**src/rtl/fft_result_reader.sv**
```systemverilog
// rtl/fft_result_reader.sv - Avalon-MM read responder that drains the FFT result buffer to the host.
module fft_result_reader #(
    parameter int DATA_W      = 16,
    parameter int ADDR_W      = 9,
    parameter int NUM_SAMPLES = 256,
    parameter int RAM_LAT     = 2
) (
    input  logic              clk,
    input  logic              n_rst,
    input  logic              fft_done,
    input  logic              rEn,
    input  logic [63:0]       address,
    output logic              waitRequest,
    output logic [DATA_W-1:0] readData,
    output logic              readDataValid,
    output logic [ADDR_W-1:0] rAddress,
    output logic              sReadEn,
    input  logic [DATA_W-1:0] bufData,
    output logic              results_ready,
    output logic              read_done
);

    localparam int LAT_W = (RAM_LAT > 1) ? $clog2(RAM_LAT) : 1;
    localparam logic [LAT_W-1:0]  LAT_LAST  = LAT_W'(RAM_LAT - 1);
    localparam logic [ADDR_W-1:0] CNT_FULL  = ADDR_W'(NUM_SAMPLES);
    localparam logic [ADDR_W:0]   ADDR_LIM  = (ADDR_W + 1)'(NUM_SAMPLES);

    typedef enum logic [2:0] {
        S_IDLE,
        S_READY,
        S_ISSUE,
        S_WAITDATA,
        S_RESPOND,
        S_DONE
    } state_t;

    state_t            state, state_d;
    logic              armed, armed_d;
    logic [ADDR_W-1:0] addr_q, addr_d;
    logic              counted_q, counted_d;
    logic [DATA_W-1:0] data_q, data_d;
    logic [LAT_W-1:0]  lat_cnt, lat_d;
    logic [ADDR_W-1:0] rd_cnt, rd_d;
    logic [ADDR_W-1:0] rd_inc;
    logic              in_range;

    assign rd_inc   = rd_cnt + 1'b1;
    // Extra top bit keeps the compare correct when NUM_SAMPLES == 2**ADDR_W.
    assign in_range = {1'b0, address[ADDR_W-1:0]} < ADDR_LIM;

    always_ff @(posedge clk) begin
        if (n_rst) begin
            state     <= S_IDLE;
            armed     <= 1'b0;
            addr_q    <= '0;
            counted_q <= 1'b0;
            data_q    <= '0;
            lat_cnt   <= '0;
            rd_cnt    <= '0;
        end else begin
            state     <= state_d;
            armed     <= armed_d;
            addr_q    <= addr_d;
            counted_q <= counted_d;
            data_q    <= data_d;
            lat_cnt   <= lat_d;
            rd_cnt    <= rd_d;
        end
    end

    always_comb begin
        state_d   = state;
        armed_d   = armed;
        addr_d    = addr_q;
        counted_d = counted_q;
        data_d    = data_q;
        lat_d     = lat_cnt;
        rd_d      = rd_cnt;
        case (state)
            S_IDLE: begin
                // A completion pulse wins over a same-cycle read; the read is served from READY.
                if (fft_done) begin
                    armed_d = 1'b1;
                    state_d = S_READY;
                end else if (rEn) begin
                    data_d    = '0;
                    counted_d = 1'b0;
                    state_d   = S_RESPOND;
                end
            end
            S_READY: begin
                if (rEn) begin
                    addr_d = address[ADDR_W-1:0];
                    if (in_range) begin
                        counted_d = 1'b1;
                        state_d   = S_ISSUE;
                    end else begin
                        data_d    = '0;
                        counted_d = 1'b0;
                        state_d   = S_RESPOND;
                    end
                end
            end
            S_ISSUE: begin
                lat_d   = '0;
                state_d = S_WAITDATA;
            end
            S_WAITDATA: begin
                if (lat_cnt == LAT_LAST) begin
                    data_d  = bufData;
                    state_d = S_RESPOND;
                end else begin
                    lat_d = lat_cnt + 1'b1;
                end
            end
            S_RESPOND: begin
                if (counted_q) begin
                    rd_d = rd_inc;
                end
                if (counted_q && (rd_inc == CNT_FULL)) begin
                    state_d = S_DONE;
                end else if (armed) begin
                    state_d = S_READY;
                end else begin
                    state_d = S_IDLE;
                end
            end
            S_DONE: begin
                armed_d = 1'b0;
                rd_d    = '0;
                state_d = S_IDLE;
            end
            default: state_d = S_IDLE;
        endcase
    end

    always_comb begin
        waitRequest   = 1'b1;
        sReadEn       = 1'b0;
        rAddress      = '0;
        readDataValid = 1'b0;
        readData      = '0;
        read_done     = 1'b0;
        results_ready = 1'b0;
        if (!n_rst) begin
            results_ready = armed;
            case (state)
                S_IDLE:  waitRequest = fft_done;
                S_READY: waitRequest = 1'b0;
                S_ISSUE: begin
                    sReadEn  = 1'b1;
                    rAddress = addr_q;
                end
                S_RESPOND: begin
                    readDataValid = 1'b1;
                    readData      = data_q;
                end
                S_DONE:  read_done = 1'b1;
                default: waitRequest = 1'b1;
            endcase
        end
    end

endmodule

```
**config.mk**
```make
export PLATFORM = sky130hd
export DESIGN_NAME = fft_result_reader
export DESIGN_NICKNAME = d
export VERILOG_FILES = /design/src/rtl/fft_result_reader.sv
export SDC_FILE = /design/constraint.sdc
export NUM_CORES = 1
export LEC_CHECK = 0
export CAP_MARGIN = 20
export CORE_AREA = 2 2 74 90
export DETAILED_ROUTE_END_ITERATION = 8
export DIE_AREA = 0 0 76 92
export PLACE_DENSITY = 0.79
export SYNTH_ARGS = -nofsm -noshare
export SYNTH_HDL_FRONTEND = slang
export SYNTH_SLANG_ARGS = --single-unit
```
**constraint.sdc**
```tcl
create_clock -name clk -period 1.9 [get_ports clk]
set_clock_uncertainty 0.2 [all_clocks]
set_input_delay 0.285 -clock clk [delete_from_list [all_inputs] [get_ports clk]]
set_output_delay 0.285 -clock clk [all_outputs]
set_load 0.05 [all_outputs]
```
==> results.ini, run 1 <==
[cells_and_area]
layout.cells.most_common_list = 38 x nand2_1, 37 x dfxtp_1, 32 x buf_12, 27 x clkdlybuf4s50_1, 25 x and2_4
antenna_cells = 0
final_util_pct = 55.2
nFillCells = 503
nets = 409
synthToLayoutAreaGrowth_pct = 65.0
final_common_cell = nand2_1
drive_above_1_share_pct = 30.2

[worst_setup_path]
slowest_stage = dfxtp_4
criticalPathCategory = reg2out
reg2reg_depth = 4
critPathArrivalTime_ns = 1.47
crit_path_start_kind = flip-flop
endpoint_kind = output pin
cpPeakStageDelay_ns = 0.37
cp.required_ns = 1.41
crit_chain = nand2b_4 > nor3_4 > buf_6 > and2_4 > buf_12
cp_max_fo = 9

[clocking]
cts_buffer_depth = 2
cts_tree = yes
clock_latency_ns = 0.29
cts_made_buffers = 5
cts_hold_buffers = 0
htreeDepth = 2
clk_pin_slew_ns = 0.08
cts_sinks = 40
cts_root_buffer = clkbuf_8

[global_route]
grt_pass1_vias = 1896
grt_pass1_wl_mm = 8.80
grt_start_max_net_pins = 17
grt_overflow = 0
grt_usage_pct = 15.0
antenna_found_initial = 0

[drt]
vias = 1982
viasPerCell = 4.83
first_pass_iters = 4
wl_mm = 5.19
routedWlPerCell_microns = 12.6
dr.first_iter.drc_count = 67
drcViolationCount = 0
ant_nets = 0

[die]
core_sq_mm = 0.00621
fp.dieW_microns = 76
dieArea_sq_mm = 0.00699
initial_core_util_pct = 33.5
io_pins = 114
rows = 32
chipHeight_microns = 92

[timing]
fin_crit_ns = 1.95
rsz0062_at_grt = yes
timing.hold.ws_ns = 0.263
relSlewSlack_pct = 58.9
fin_ws_ns = -0.0508
max_clock_freq_mhz = 513
worst_slew_pin_slew_ns = 0.610
hold_viol = 0
min_period_over_period_pct = 103
maxSlewViolCount = 0
report.final.setup_viol = 26

[worst_hold_path]
worstHoldPathType = reg2reg
worstHoldPathCells = 2

[synthesis]
syn_inst = 250
synthFlopType = dfxtp_1
synth.area.top_cells = dfxtp_1 39%, mux2i_1 8.2%, and2_1 7.8%, nand2_1 6.9%, nand2b_1 6.3%
syn_avg_cell_area_sq_um = 8.31
async_reset_ff_share_pct = 0
yosysSeqAreaShare_pct = 38.6
synth_top_area_share_pct = 38.6
syn-num-nets = 335
yosysTopAreaCell = dfxtp_1
syn_area_sq_mm = 0.00208
yosysUniqueCellTypes = 42
yosysWarningCount = 0
ys_seq_elements = 40
synth_edf_count = 0

[placement]
place_ws_ns = -0.202
gp_congestion = 0.764
portBuffers = 58
dpl.hpwl_mm = 3.76

[run_status]
violations = setup timing
outcome = finished, violations left

[pwr]
p_leak_nw = 1.27
vdd_drop_max_mv = 0.280
p_per_area_mw_per_mm2 = 608

[flow_run]
drv_cap = 0

[worst max-delay path: cells and delay by family (launching register included)]
kind	cells	cell delay, ns
flops	1	0.37
buf+inv	2	0.31
simple gates	3	0.50
[kinds of logic (layout without fill, tap and decap cells)]
group                    Yosys count  after routing  share of synthesized area (%)
AO/OA/AOI/OAI                     44             44                           13.1
XOR/XNOR                           2              2                          0.844
adder cells (fa/ha/maj)            1              1                          0.602
buffers and inverters             16             91                           4.16
flip-flops                        40             40                           38.6
multiplexers                      17             17                           8.19
AND/OR/NAND/NOR                  130            130                           34.6
[stage by stage]
stage          total power, W  setup TNS [ns]  area, sq um  std cells
6_report              0.00208           -1.07         3430        410
5_1_grt               0.00219           -2.74         3430        410
4_1_cts               0.00210           -1.18         3400        409
3_5_place_dp          0.00138           -5.94         3230        399
3_3_place_gp          0.00138           -4.97         3230        399
2_1_floorplan         0.00120           -1.29         2170        250
[registers in the layout, indices dropped and copies added (netlist names)]
register,cells
lat_cnt,1
rd_cnt,9
data_q,16
addr_q,9
counted_q,1
armed,1
state,3
[cell usage after synthesis, types with 2 or more instances]
cell / number
dfxtp_1: 40
nand2_1: 38
and2_1: 26
a21oi_1: 21
nand2b_1: 21
mux2i_1: 17
nor2_1: 13
clkbuf_1: 9
nor3_1: 7
o21ai_0: 7
nand3_1: 4
o21bai_1: 4
and3_1: 3
buf_2: 3
buf_6: 3
or3_1: 3
a21o_1: 2
a31oi_1: 2
nand4_1: 2
nor2b_1: 2
o21a_1: 2
[power by group]
group	leakage, nW	total, W	switching (W)	internal [W]
Combinational	0.894	0.000489	0.000228	0.000260
Sequential	0.326	0.000903	0.0000346	0.000869
Clock	0.0541	0.000691	0.000302	0.000389
[timing repair]
action	4_1_cts	5_1_grt
gates resized for setup	19	6
buffers inserted	1	1
cloned	1	0
pin swaps	5	9
setup endpoints to repair	30	29
[layer usage]
| layer | share of wire, % | global-route usage, % | wire [microns] | vias up |
|---|---|---|---|---|
| met1 | 44 | 18.0 | 2290 | 919 |
| li1 | - | - | - | 1002 |
| met3 | 4.2 | 3.44 | 217 | 6 |
| met5 | 0 | 0 | 0 | - |
| met2 | 51 | 27.2 | 2630 | 55 |
| met4 | 0.93 | 3.64 | 48 | 0 |
[final timing paths]
| check | startpoint | endpoint | slack [ns] |
|---|---|---|---|
| max | state[1] | readData[1] | -0.05 |
| min | addr_q[7] | addr_q[7] | 0.26 |
| max reg2reg | state[0] | state[0] | 0.11 |
| min reg2reg | addr_q[7] | addr_q[7] | 0.26 |
[final cells by class]
cell class / instances / area, sq um / area share [%]
multi-input combinational: 194 / 1290 / 37.6
timing repair buffer: 82 / 1100 / 32.2
sequential: 40 / 812 / 23.7
tap: 85 / 106 / 3.10
clock buffer: 5 / 68.8 / 2.01
clock inverter: 3 / 42.5 / 1.24
inverter: 1 / 3.75 / 0.110
Note: power is estimated with default switching activity, not from simulation.
==> inputs of run 2 (changes only) <==
--- a/config.mk
+++ b/config.mk
@@ -10,6 +10,7 @@
 export DETAILED_ROUTE_END_ITERATION = 8
 export DIE_AREA = 0 0 76 92
 export PLACE_DENSITY = 0.79
+export SETUP_SLACK_MARGIN = 0.02
 export SYNTH_ARGS = -nofsm -noshare
 export SYNTH_HDL_FRONTEND = slang
 export SYNTH_SLANG_ARGS = --single-unit
==> run 2 against run 1 <==
  * The flow still finishes with violations (setup timing)
  * First-iteration DRC count shrank 16%
  * Wire length up 3.4%
  * Worst setup slack lost 0.018 ns
  * Sequential share of layout area down 0.23 points
  * Critical path type is now reg2reg
  * Utilization is 0.54 points higher
  * Largest cell class unchanged
  * Register-to-register slack got worse by 0.18 ns
==> results.ini, run 2 (synthesis results as in run 1) <==
[clocking]
clk_pin_slew_ns = 0.07
cts_tree = yes
cts_hold_buffers = 0
clock_latency_ns = 0.29
cts_made_buffers = 5
cts_root_buffer = clkbuf_8
cts_buffer_depth = 2
htreeDepth = 2
cts_sinks = 40

[die]
chipHeight_microns = 92
fp.dieW_microns = 76
rows = 32
dieArea_sq_mm = 0.00699
io_pins = 114
initial_core_util_pct = 33.5
core_sq_mm = 0.00621

[timing]
report.final.setup_viol = 44
rsz0062_at_grt = yes
fin_ws_ns = -0.0692
worst_slew_pin_slew_ns = 0.619
maxSlewViolCount = 0
hold_viol = 0
relSlewSlack_pct = 58.3
min_period_over_period_pct = 104
fin_crit_ns = 1.97
max_clock_freq_mhz = 508

[run_status]
outcome = finished, violations left
violations = setup timing

[global_route]
grt_usage_pct = 15.8
grt_pass1_vias = 2026
grt_pass1_wl_mm = 9.20
antenna_found_initial = 0
grt_start_max_net_pins = 25
grt_overflow = 0

[worst_setup_path]
worstSetupEndpoint = data_q[9]
crit_buf_inv = 4
cp_common_cell = buf_4
cp.required_ns = 1.92
rr_endpoint = data_q[9]
endpoint_kind = flip-flop
cpPeakStageDelay_ns = 0.35
cp_max_fo = 16
cp.depth = 7
reg2reg_depth = 7
crit_chain = buf_4 > buf_4 > buf_6 > and3b_4 > nor4_4 > buf_12 > mux2i_1
reg2reg_slack_ns = -0.07
crit_path_start_kind = flip-flop
slowest_stage = dfxtp_4
path_delay_family = buffers and inverters
critPathArrivalTime_ns = 1.99
criticalPathCategory = reg2reg
r2r-start = state[0]
startpoint = state[0]

[flow_run]
drv_cap = 0

[cells_and_area]
final_common_cell = nand2_1
final_util_pct = 55.8
antenna_cells = 0
reg.largest.list = data_q (16), addr_q (9), rd_cnt (9)
synthToLayoutAreaGrowth_pct = 66.6
drive_above_1_share_pct = 31.4
nets = 413
layout.cells.most_common_list = 38 x nand2_1, 37 x dfxtp_1, 32 x buf_12, 27 x clkdlybuf4s50_1, 25 x and2_4
largest_reg_flops = 16
regMostFlops = data_q
final_area_sq_mm = 0.00346

[worst_hold_path]
worstHoldPathType = reg2reg

[placement]
portBuffers = 58
dpl.hpwl_mm = 3.82
gp_congestion = 0.825
placedInstanceArea_sq_mm = 0.00323

[drt]
dr.first_iter.drc_count = 56
first_pass_iters = 4
drcViolationCount = 0
viasPerCell = 4.91
routedWlPerCell_microns = 13.0
vias = 2027
wl_mm = 5.36
ant_nets = 0

[pwr]
vdd_drop_max_mv = 0.293
p_leak_nw = 1.29
p_per_area_mw_per_mm2 = 564

## run 2: changes by cell type in the layout (fill, tap and decap cells not counted), sizes merged
cell	previous run	this run
bufinv	1	0
clkinvlp	1	0
buf	54	58
clkbuf	5	6
## run 2: what timing repair did
| item | in CTS | in global routing |
|---|---|---|
| endpoints found under the setup margin | 29 | 43 |
| pin swaps | 18 | 4 |
| gates resized for setup | 23 | 8 |
| setup buffers | 1 | 5 |
| gates cloned | 2 | 0 |
## run 2: layout make-up
cell class,count,area (sq um)
flip-flops and latches,40,812
repair buffers,86,1150
fillers,546,2750
inverters,1,3.75
well taps,85,106
clock inverters,1,5.00
multi-input cells,194,1310
clock buffers,6,72.6
## run 2: tightest hold or removal path, stage by stage (launching register included)
cell and delay (ns):
dfxtp_1 0.31, nand2_1 0.05, a21oi_1 0.05
## run 2: power by group
group	switching (W)	internal (W)
registers	0.0000317	0.000869
logic	0.000244	0.000285
clock network	0.000273	0.000249
total	0.000548	0.00140
## run 2: worst min-delay path by stage
stage                     from   endpoint  slack, ns  cells past startpoint
floorplan           address[0]  addr_q[0]       0.22                      2
global placement     addr_q[5]  addr_q[5]       0.24                      2
finish               addr_q[4]  addr_q[4]       0.26                      2
detailed placement   addr_q[4]  addr_q[4]       0.25                      2
global route         addr_q[4]  addr_q[4]       0.28                      2
CTS                  addr_q[4]  addr_q[4]       0.26                      2
## run 2: metrics by stage
step	total power (W)	hold WS, ns	worst slack [ns]	instances	TNS [ns]
floorplan	0.00120	0.221	-0.143	250	-1.29
global placement	0.00137	0.243	-0.149	398	-4.52
detailed placement	0.00138	0.249	-0.215	398	-5.98
CTS	0.00193	0.259	-0.135	408	-2.63
global route	0.00205	0.279	-0.145	413	-4.83
finish	0.00195	0.257	-0.0692	413	-2.02
## run 2: layer usage
metal	GRT usage [%]	up-vias	share of wire, %	wire length [microns]
li1	-	1018	-	-
met1	18.3	952	42	2270
met5	0	-	0	0
met2	28.9	50	53	2840
met4	4.39	0	0.76	41
met3	3.94	7	3.8	205
